<file path="config.mk">
export PLATFORM = sky130hd
export DESIGN_NAME = boss_hp
export DESIGN_NICKNAME = d
export VERILOG_FILES = /design/src/rtl/boss_hp_pkg.sv /design/src/rtl/boss_hp_hitbox.sv /design/src/rtl/boss_hp.sv
export SDC_FILE = /design/constraint.sdc
export NUM_CORES = 1
export LEC_CHECK = 0
export ABC_CLOCK_PERIOD_IN_PS = 11900
export CORE_ASPECT_RATIO = 0.6
export CORE_MARGIN = 2
export CORE_UTILIZATION = 52
export CTS_BUF_LIST = sky130_fd_sc_hd__clkbuf_16
export DETAILED_ROUTE_END_ITERATION = 8
export PLACE_DENSITY = 0.82
export SLEW_MARGIN = 30
export SYNTH_ARGS = -nofsm -noshare
export SYNTH_HDL_FRONTEND = slang
export SYNTH_SLANG_ARGS = --single-unit
export TNS_END_PERCENT = 1
</file>
<file path="constraint.sdc">
create_clock -name clk22 -period 11.9 [get_ports clk22]
set_clock_uncertainty 0.15 [all_clocks]
set_input_delay 3.57 -clock clk22 [delete_from_list [all_inputs] [get_ports clk22]]
set_output_delay 3.57 -clock clk22 [all_outputs]
set_load 0.02 [all_outputs]
</file>
<file path="src/rtl/boss_hp_pkg.sv">
// Shared boss constants: HP ceiling, phase thresholds, sprite size and the
// health-controller state encoding, also used by the boss movement block.
package boss_hp_pkg;

  localparam int unsigned BOSS_HP_MAX   = 450;
  localparam int unsigned PHASE_HI_TH   = 300;
  localparam int unsigned PHASE_LO_TH   = 150;
  localparam int unsigned BOSS_SPRITE_W = 80;
  localparam int unsigned BOSS_SPRITE_H = 60;

  localparam logic [1:0] ST_IDLE     = 2'd0;
  localparam logic [1:0] ST_FIGHT    = 2'd1;
  localparam logic [1:0] ST_COOLDOWN = 2'd2;
  localparam logic [1:0] ST_DEAD     = 2'd3;

  typedef enum logic [1:0] {
    PHASE_NONE = 2'd0,
    PHASE_HIGH = 2'd1,
    PHASE_MID  = 2'd2,
    PHASE_LOW  = 2'd3
  } phase_e;

  function automatic phase_e phase_decode(input logic [9:0] hp);
    if (hp > 10'(PHASE_HI_TH))      return PHASE_HIGH;
    else if (hp > 10'(PHASE_LO_TH)) return PHASE_MID;
    else if (hp != 10'd0)           return PHASE_LOW;
    else                            return PHASE_NONE;
  endfunction

endpackage

</file>
<file path="src/rtl/boss_hp_hitbox.sv">
// Combinational point-in-rectangle test, shared with the small-enemy collision
// logic. Right/bottom edges are exclusive.
module boss_hitbox
  import boss_hp_pkg::*;
(
  input  logic [9:0] pos_x,
  input  logic [9:0] pos_y,
  input  logic [9:0] pt_x,
  input  logic [9:0] pt_y,
  input  logic [9:0] box_w,
  input  logic [9:0] box_h,
  output logic       hit
);

  logic [10:0] right_edge;
  logic [10:0] bottom_edge;
  logic        in_x;
  logic        in_y;

  // 11-bit edges so a box near the screen limit cannot wrap around to zero.
  assign right_edge  = {1'b0, pos_x} + {1'b0, box_w};
  assign bottom_edge = {1'b0, pos_y} + {1'b0, box_h};

  assign in_x = (pt_x >= pos_x) && ({1'b0, pt_x} < right_edge);
  assign in_y = (pt_y >= pos_y) && ({1'b0, pt_y} < bottom_edge);
  assign hit  = in_x && in_y;

endmodule

</file>
<file path="src/rtl/boss_hp.sv">
// Boss health controller: hit detection, saturating damage, post-hit
// invulnerability window, phase decode and sticky defeat.
module boss_hp
  import boss_hp_pkg::*;
#(
  parameter int unsigned HP_MAX     = BOSS_HP_MAX,
  parameter int unsigned DAMAGE     = 10,
  parameter int unsigned BOSS_W     = BOSS_SPRITE_W,
  parameter int unsigned BOSS_H     = BOSS_SPRITE_H,
  parameter int unsigned COOLDOWN_T = 8
)(
  input  logic       clk22,
  input  logic       rst,
  input  logic       boss,
  input  logic [9:0] bossx,
  input  logic [9:0] bossy,
  input  logic       bullet_valid,
  input  logic [9:0] bulletx,
  input  logic [9:0] bullety,
  output logic [9:0] bosshp,
  output logic       hit_ack,
  output logic [1:0] phase,
  output logic       defeated
);

  localparam logic [9:0] HP_INIT = 10'(HP_MAX);
  localparam logic [9:0] DMG     = 10'(DAMAGE);
  localparam logic [9:0] BOX_W   = 10'(BOSS_W);
  localparam logic [9:0] BOX_H   = 10'(BOSS_H);
  localparam logic [7:0] CD_LOAD = 8'(COOLDOWN_T - 1);

  logic [1:0] state_q, state_d;
  logic [9:0] bosshp_q, bosshp_d;
  logic [7:0] cnt_q, cnt_d;
  logic       hit_ack_q, hit_ack_d;
  logic       in_box;
  logic       hit;
  logic [9:0] hp_sub;

  boss_hitbox u_hitbox (
    .pos_x (bossx),
    .pos_y (bossy),
    .pt_x  (bulletx),
    .pt_y  (bullety),
    .box_w (BOX_W),
    .box_h (BOX_H),
    .hit   (in_box)
  );

  assign hit    = boss && bullet_valid && in_box;
  assign hp_sub = (bosshp_q <= DMG) ? 10'd0 : bosshp_q - DMG;

  always_comb begin
    state_d   = state_q;
    bosshp_d  = bosshp_q;
    cnt_d     = cnt_q;
    hit_ack_d = 1'b0;
    case (state_q)
      ST_IDLE: begin
        if (boss) state_d = ST_FIGHT;
      end
      ST_FIGHT: begin
        if (!boss) begin
          state_d = ST_IDLE;
        end else if (hit) begin
          hit_ack_d = 1'b1;
          bosshp_d  = hp_sub;
          if (hp_sub == 10'd0) begin
            state_d = ST_DEAD;
          end else begin
            cnt_d   = CD_LOAD;
            state_d = ST_COOLDOWN;
          end
        end
      end
      ST_COOLDOWN: begin
        // Losing the boss abandons the window; the next fight starts fresh.
        if (!boss) begin
          state_d = ST_IDLE;
          cnt_d   = 8'd0;
        end else if (cnt_q == 8'd0) begin
          state_d = ST_FIGHT;
        end else begin
          cnt_d = cnt_q - 8'd1;
        end
      end
      ST_DEAD: begin
        bosshp_d = 10'd0;
      end
      default: begin
        state_d = ST_IDLE;
      end
    endcase
  end

  always_ff @(posedge clk22) begin
    if (!rst) begin
      state_q   <= ST_IDLE;
      bosshp_q  <= HP_INIT;
      cnt_q     <= 8'd0;
      hit_ack_q <= 1'b0;
    end else begin
      state_q   <= state_d;
      bosshp_q  <= bosshp_d;
      cnt_q     <= cnt_d;
      hit_ack_q <= hit_ack_d;
    end
  end

  assign bosshp   = bosshp_q;
  assign hit_ack  = hit_ack_q;
  assign defeated = (state_q == ST_DEAD);
  assign phase    = ((state_q == ST_FIGHT) || (state_q == ST_COOLDOWN))
                    ? phase_decode(bosshp_q) : PHASE_NONE;

endmodule

</file>
# [Yosys cells after proc, flatten, opt, wreduce, memory -nomap -nowiden]
# Index checks and enable logic that the tools add are counted.
[op_classes] add_sub_neg=4 order_cmp=7 n_eq_ne=10 muxes=22 n_reduce_logical=17
[op_table] op="8-bit 2-to-1 mux" n=5
[op_table] op="10-bit 2-to-1 mux" n=3
[op_table] op="10-bit by 11-bit < comparator with 1-bit output" n=2
[op_table] op="10-bit greater-or-equal comparator" n=2
[op_table] op="10-bit one-hot mux with 2 select lines" n=1
[op_table] op="2-bit 2-to-1 mux" n=9
[op_table] op="8-bit one-hot mux with 2 select lines" n=1
[op_table] op="10-bit by 6-bit adder with 11-bit output (second input constant)" n=1
[op_table] op="10-bit by 7-bit adder with 11-bit output (second input constant)" n=1
[op_table] op="10-bit by 8-bit > comparator with 1-bit output (second input constant)" n=1
[op_table] op="10-bit by 9-bit > comparator with 1-bit output (second input constant)" n=1
[op_table] op="10-bit by 4-bit <= comparator with 1-bit output (second input constant)" n=1
[op_table] op="10-bit zero test" n=1
[op_table] op="10-bit nonzero test" n=1
[op_table] op="10-bit by 4-bit subtractor with 10-bit output (second input constant)" n=1
[op_table] op="3-bit inequality test (second input constant)" n=3
[op_table] op="8-bit zero test" n=1
[op_table] op="2-bit inequality test (second input constant)" n=4
[op_table] op="8-bit by 1-bit subtractor with 8-bit output (second input constant)" n=1
[op_table] op="2-bit one-hot mux with 3 select lines" n=1
[op_table] op="3-bit AND reduction" n=2
[op_table] op="1-bit logical AND" n=5
[op_table] op="5-bit AND reduction" n=1
[op_table] op="2-bit == test (second input constant)" n=2
[op_table] op="other kinds (7)" n=9
[word_totals] reg_bits=21 input_bits=44 out_inout_bits=14 word_cells=64

# [Depth between registers and ports, before layout]
[depth] depth_word=8 mapped_depth=15 mapped_depth_nobuf=14

# [Hierarchy]
# From an unflattened synthesis, not the netlist that was laid out.
[unflattened] hier_cells=412 area_unflattened_um2=3154.3
[by_module_without_submodules] mod="boss_hitbox" n_inst=1 cells_per_inst=203 area_each_um2=1622.8 seq_area_each_um2=0.0
[by_module_without_submodules] mod="boss_hp" n_inst=1 cells_per_inst=209 area_each_um2=1531.5 seq_area_each_um2=420.4

# [Worst setup path after synthesis]
# OpenSTA, ideal clock, no wires.
[synth_timing] path_kind="in2reg" start="input port bossy[2]" end="register bosshp_q[9] (netlist: bosshp[9])" setup_time_ps=70 t_arrival_ps=6176 required_time_ps=11680 setup_slack_ps=5504 path_stages=15 n_path_buf=1 path_cell_list="inv_1 ha_1 nand3_1 nand3_1 xnor2_1 ha_1 a21o_1 a21oi_1 nand2_1 o21ai_1 o2111ai_4 or3_1 buf_2 or3_1 a21oi_1"
[synth_via] elab_chain_cells=7 word_cells_on_any_way=8 classes_between="add/sub (1); order compare (2); eq/ne (1); reduce/logical (4)"
[synth_rtl] element="start, declared" line="boss_hp.sv:16" source="input logic [9:0] bossy,"
[synth_rtl] element="10-bit by 6-bit adder with 11-bit output" line="boss_hp_hitbox.sv:22" source="assign bottom_edge = {1'b0, pos_y} + {1'b0, box_h};"
[synth_rtl] element="10-bit by 11-bit < comparator with 1-bit output" line="boss_hp_hitbox.sv:25" source="assign in_y = (pt_y >= pos_y) && ({1'b0, pt_y} < bottom_edge);"
[synth_rtl] element="1-bit logical AND (*)" line="boss_hp_hitbox.sv:25"
[synth_rtl] element="1-bit logical AND (*)" line="boss_hp_hitbox.sv:26" source="assign hit = in_x && in_y;"
[synth_rtl] element="1-bit logical AND (*)" line="boss_hp.sv:50" source="assign hit = boss && bullet_valid && in_box;"
[synth_rtl] element="2-bit inequality test (no source line) (*)"
[synth_rtl] element="3-bit AND reduction (no source line) (*)"
[synth_rtl] element="end signal, assigned" line="boss_hp.sv:104" source="bosshp_q <= bosshp_d;"
[synth_rtl] element="end, declared" line="boss_hp.sv:33" source="logic [9:0] bosshp_q, bosshp_d;"
# Every way passes the cells marked *; elsewhere a longest branch is shown, timed or not.
# A chain may end at the register's enable or synchronous reset.

# [Final worst setup path]
# Ends and elaborated chain as after synthesis.

==> results.cfg <==
[sta]
hold_viol = 0
report.final.slew_viol_count = 0
final.setup.tns_ns = 0
achievable-frequency_ghz = 0.143
fin_ws_ns = 4.89
holdWs_ns = 0.326
post-route-period-util = 0.589
rsz_0062_raised_after_global_routing = false
finalWorstPathRequiredPeriod_ns = 7.01
worst_slew_pin_slew_ns = 0.908
setup_violations = 0
timing.slew.headroom = 0.392

[clock_tree]
cts-hold-fix-buffers = 0
cts-htree-levels = 1
tritoncts = built
ctsRootBufferMaster = clkbuf_16
tritoncts.num_buffers = 3
postCtsResizedCells = 0
clk_transition_reported_paths_ns = 0.06
worstSkewPairLatency_ns = 0.26
clock_sink_count = 21
clock_path_buffers = 2
postCtsSetupRepairBufs = 0

[detailed_routing]
wl_per_cell_um = 14.9
antenna_left = 0
top_layer_reached_by_signal_wires = met4
drt_pass1_iterations = 5
num_vias = 2509
met1_length_um = 3210
wl_met3_um = 377
met2_length_um = 2740
detail_route.iter0.violations = 145
viasPerCell = 5.86
drc = 0
totalWireLength_um = 6370

[logic_synthesis]
netlist_area_mm2 = 0.00245
most_used_flip_flop_cell_after_synthesis = dfxtp_1
synth.ff_latch_count = 21
synth.net_count = 404
yosysWarnings = 0
syn_inst = 315
netlist-cell-type-count = 56
post_syn_area_per_cell_um2 = 7.78
synth_edf_count = 0
yosysSeqAreaShare = 0.172
synth-async-reset-ratio = 0

[placement]
dp_slack_ns = 4.66
gp_congestion = 0.928
numPortBuffers = 57
dpl.hpwl_um = 5230

[global_routing]
grt_start_max_net_pins = 16
grt_pass1_wl_um = 11000
global_route_total_usage_across_every_layer = 0.258
vias_in_the_first_global_route = 2351
grt_antenna_before_repair = 0
grt_remaining_overflow = 0

[floorplan]
floorplan.core_area_mm2 = 0.00454
die_area_mm2 = 0.00529
initial_utilization = 0.540
row_count = 19
ioPinCount = 58
die_w_um = 92.6
die_y_um = 57.2

[worst_setup_path]
crit_chain = clkdlybuf4s50_1 > inv_1 > ha_1 > nand3_1 > nand3_1 > xnor2_1 > ha_1 > a21o_1 > a21oi_1 > nand2_1 > o21ai_1 > o2111ai_4 > or3_1 > or3_1 > a21oi_1
timing.critical_path.slowest_cell_delay_ns = 0.53
crit_path_top_delay_cell = clkdlybuf4s50_1
cp_data_required_time_ns = 11.93
count_of_buffer_and_inverter_cells_on_the_critical_path = 2
critical_path.startpoint_type = primary input
cpLargestDelayFamily = simple AND/OR/NAND/NOR gates
crit_fanout = 8
critPathKind = in -> reg
worst_setup_path_end_kind = flip-flop
worst_ep_arrival_time_ns = 7.04

[power]
vdd.ir_drop.worst_mv = 0.0503
power.density_cell_area_mw_per_mm2 = 78.0
p_leak_nw = 1.29

[job]
max_cap_viol_count = 0

[finish]
proportion_of_layout_cells_with_a_drive_suffix_above_1 = 0.0384
syn2layout_area_growth_pct = 26.7
nNetsFinal = 455
utilization = 0.684
number_of_antenna_cells_inserted = 0

[hold_path]
worstHoldPathType = reg -> reg

[outcome]
run_status = completed
-- stage by stage --
step / power (mW) / instance area [µm²] / std cells
global placement: 0.167 / 3030 / 424
floorplan: 0.139 / 2450 / 315
global route: 0.258 / 3100 / 428
finish: 0.242 / 3100 / 428
CTS: 0.243 / 3100 / 428
detailed placement: 0.170 / 3030 / 424
-- logic make-up (layout without fill, tap and decap cells) --
family | Yosys count | in the layout | share of synthesized area
simple gates | 97 | 97 | 0.199
compound gates | 96 | 96 | 0.276
fa+ha+maj | 45 | 45 | 0.230
buf+inv | 44 | 94 | 0.0807
flops | 21 | 21 | 0.172
xor+xnor | 12 | 12 | 0.0429
-- worst reg2reg max path: stages, from the launching register on --
cell and delay, ns:
dfxtp_1 0.50, inv_1 0.13, ha_1 0.28, nor2b_1 0.24
nor4_2 0.10, xnor2_1 0.15, a31o_1 0.28, o32ai_4 0.50
a21oi_1 0.15, a311oi_1 0.26
-- cells in the final DEF, fill, tap and decap left out, drive strengths merged, types with 6 or more instances in the layout --
cell type,Yosys,final
ha,45,45
nor2,20,20
clkdlybuf4s50,0,57
xnor2,11,11
nand2,25,25
dfxtp,21,21
nand3,10,10
inv,33,34
a21oi,26,26
nor3,12,12
o21ai,18,18
o21a,6,6
-- cell usage after synthesis, types with 6 or more instances --
cell	n	area [µm²]
o21a_1	6	45.0
inv_1	29	109
nor3_1	12	60.1
ha_1	45	563
nor2_1	20	75.1
nand3_1	10	50.1
dfxtp_1	21	420
a21oi_1	25	125
o21ai_0	14	70.1
nand2_1	25	93.8
xnor2_1	11	96.3
-- per-layer routing --
layer / up-vias / GRT usage
met5: - / 0
met4: 0 / 0.0462
li1: 1250 / -
met2: 80 / 0.407
met1: 1173 / 0.371
met3: 6 / 0.0581
-- sequential cells by signal, indices dropped and copies added, names as in the netlist --
signal   flops
state_q      2
hit_ack      1
bosshp      10
cnt_q        8
-- path summary, 6_finish.rpt --
| check | start | end | slack (ns) | cells past startpoint |
|---|---|---|---|---|
| worst max-delay path | bossy[2] | bosshp[9] | 4.89 | 15 |
| worst min-delay path | cnt_q[7] | cnt_q[7] | 0.33 | 1 |
| worst max register to register | bosshp[1] | cnt_q[1] | 9.06 | 9 |
| worst min register to register | cnt_q[7] | cnt_q[7] | 0.33 | 1 |
-- power by group --
group	internal (mW)	total, mW	switching, mW
Sequential	0.0724	0.0755	0.00308
Clock	0.0449	0.0723	0.0275
Combinational	0.0455	0.0944	0.0489
Total	0.163	0.242	0.0794
-- area by class of cell --
class,count,area [µm²]
fillers,366,1440
clock inverters,1,3.75
inverters,33,124
clock buffers,3,75.1
well taps,63,78.8
repair buffers,57,571
multi-input cells,250,1830
flip-flops and latches,21,420
Note: power is estimated with default switching activity, not from simulation.
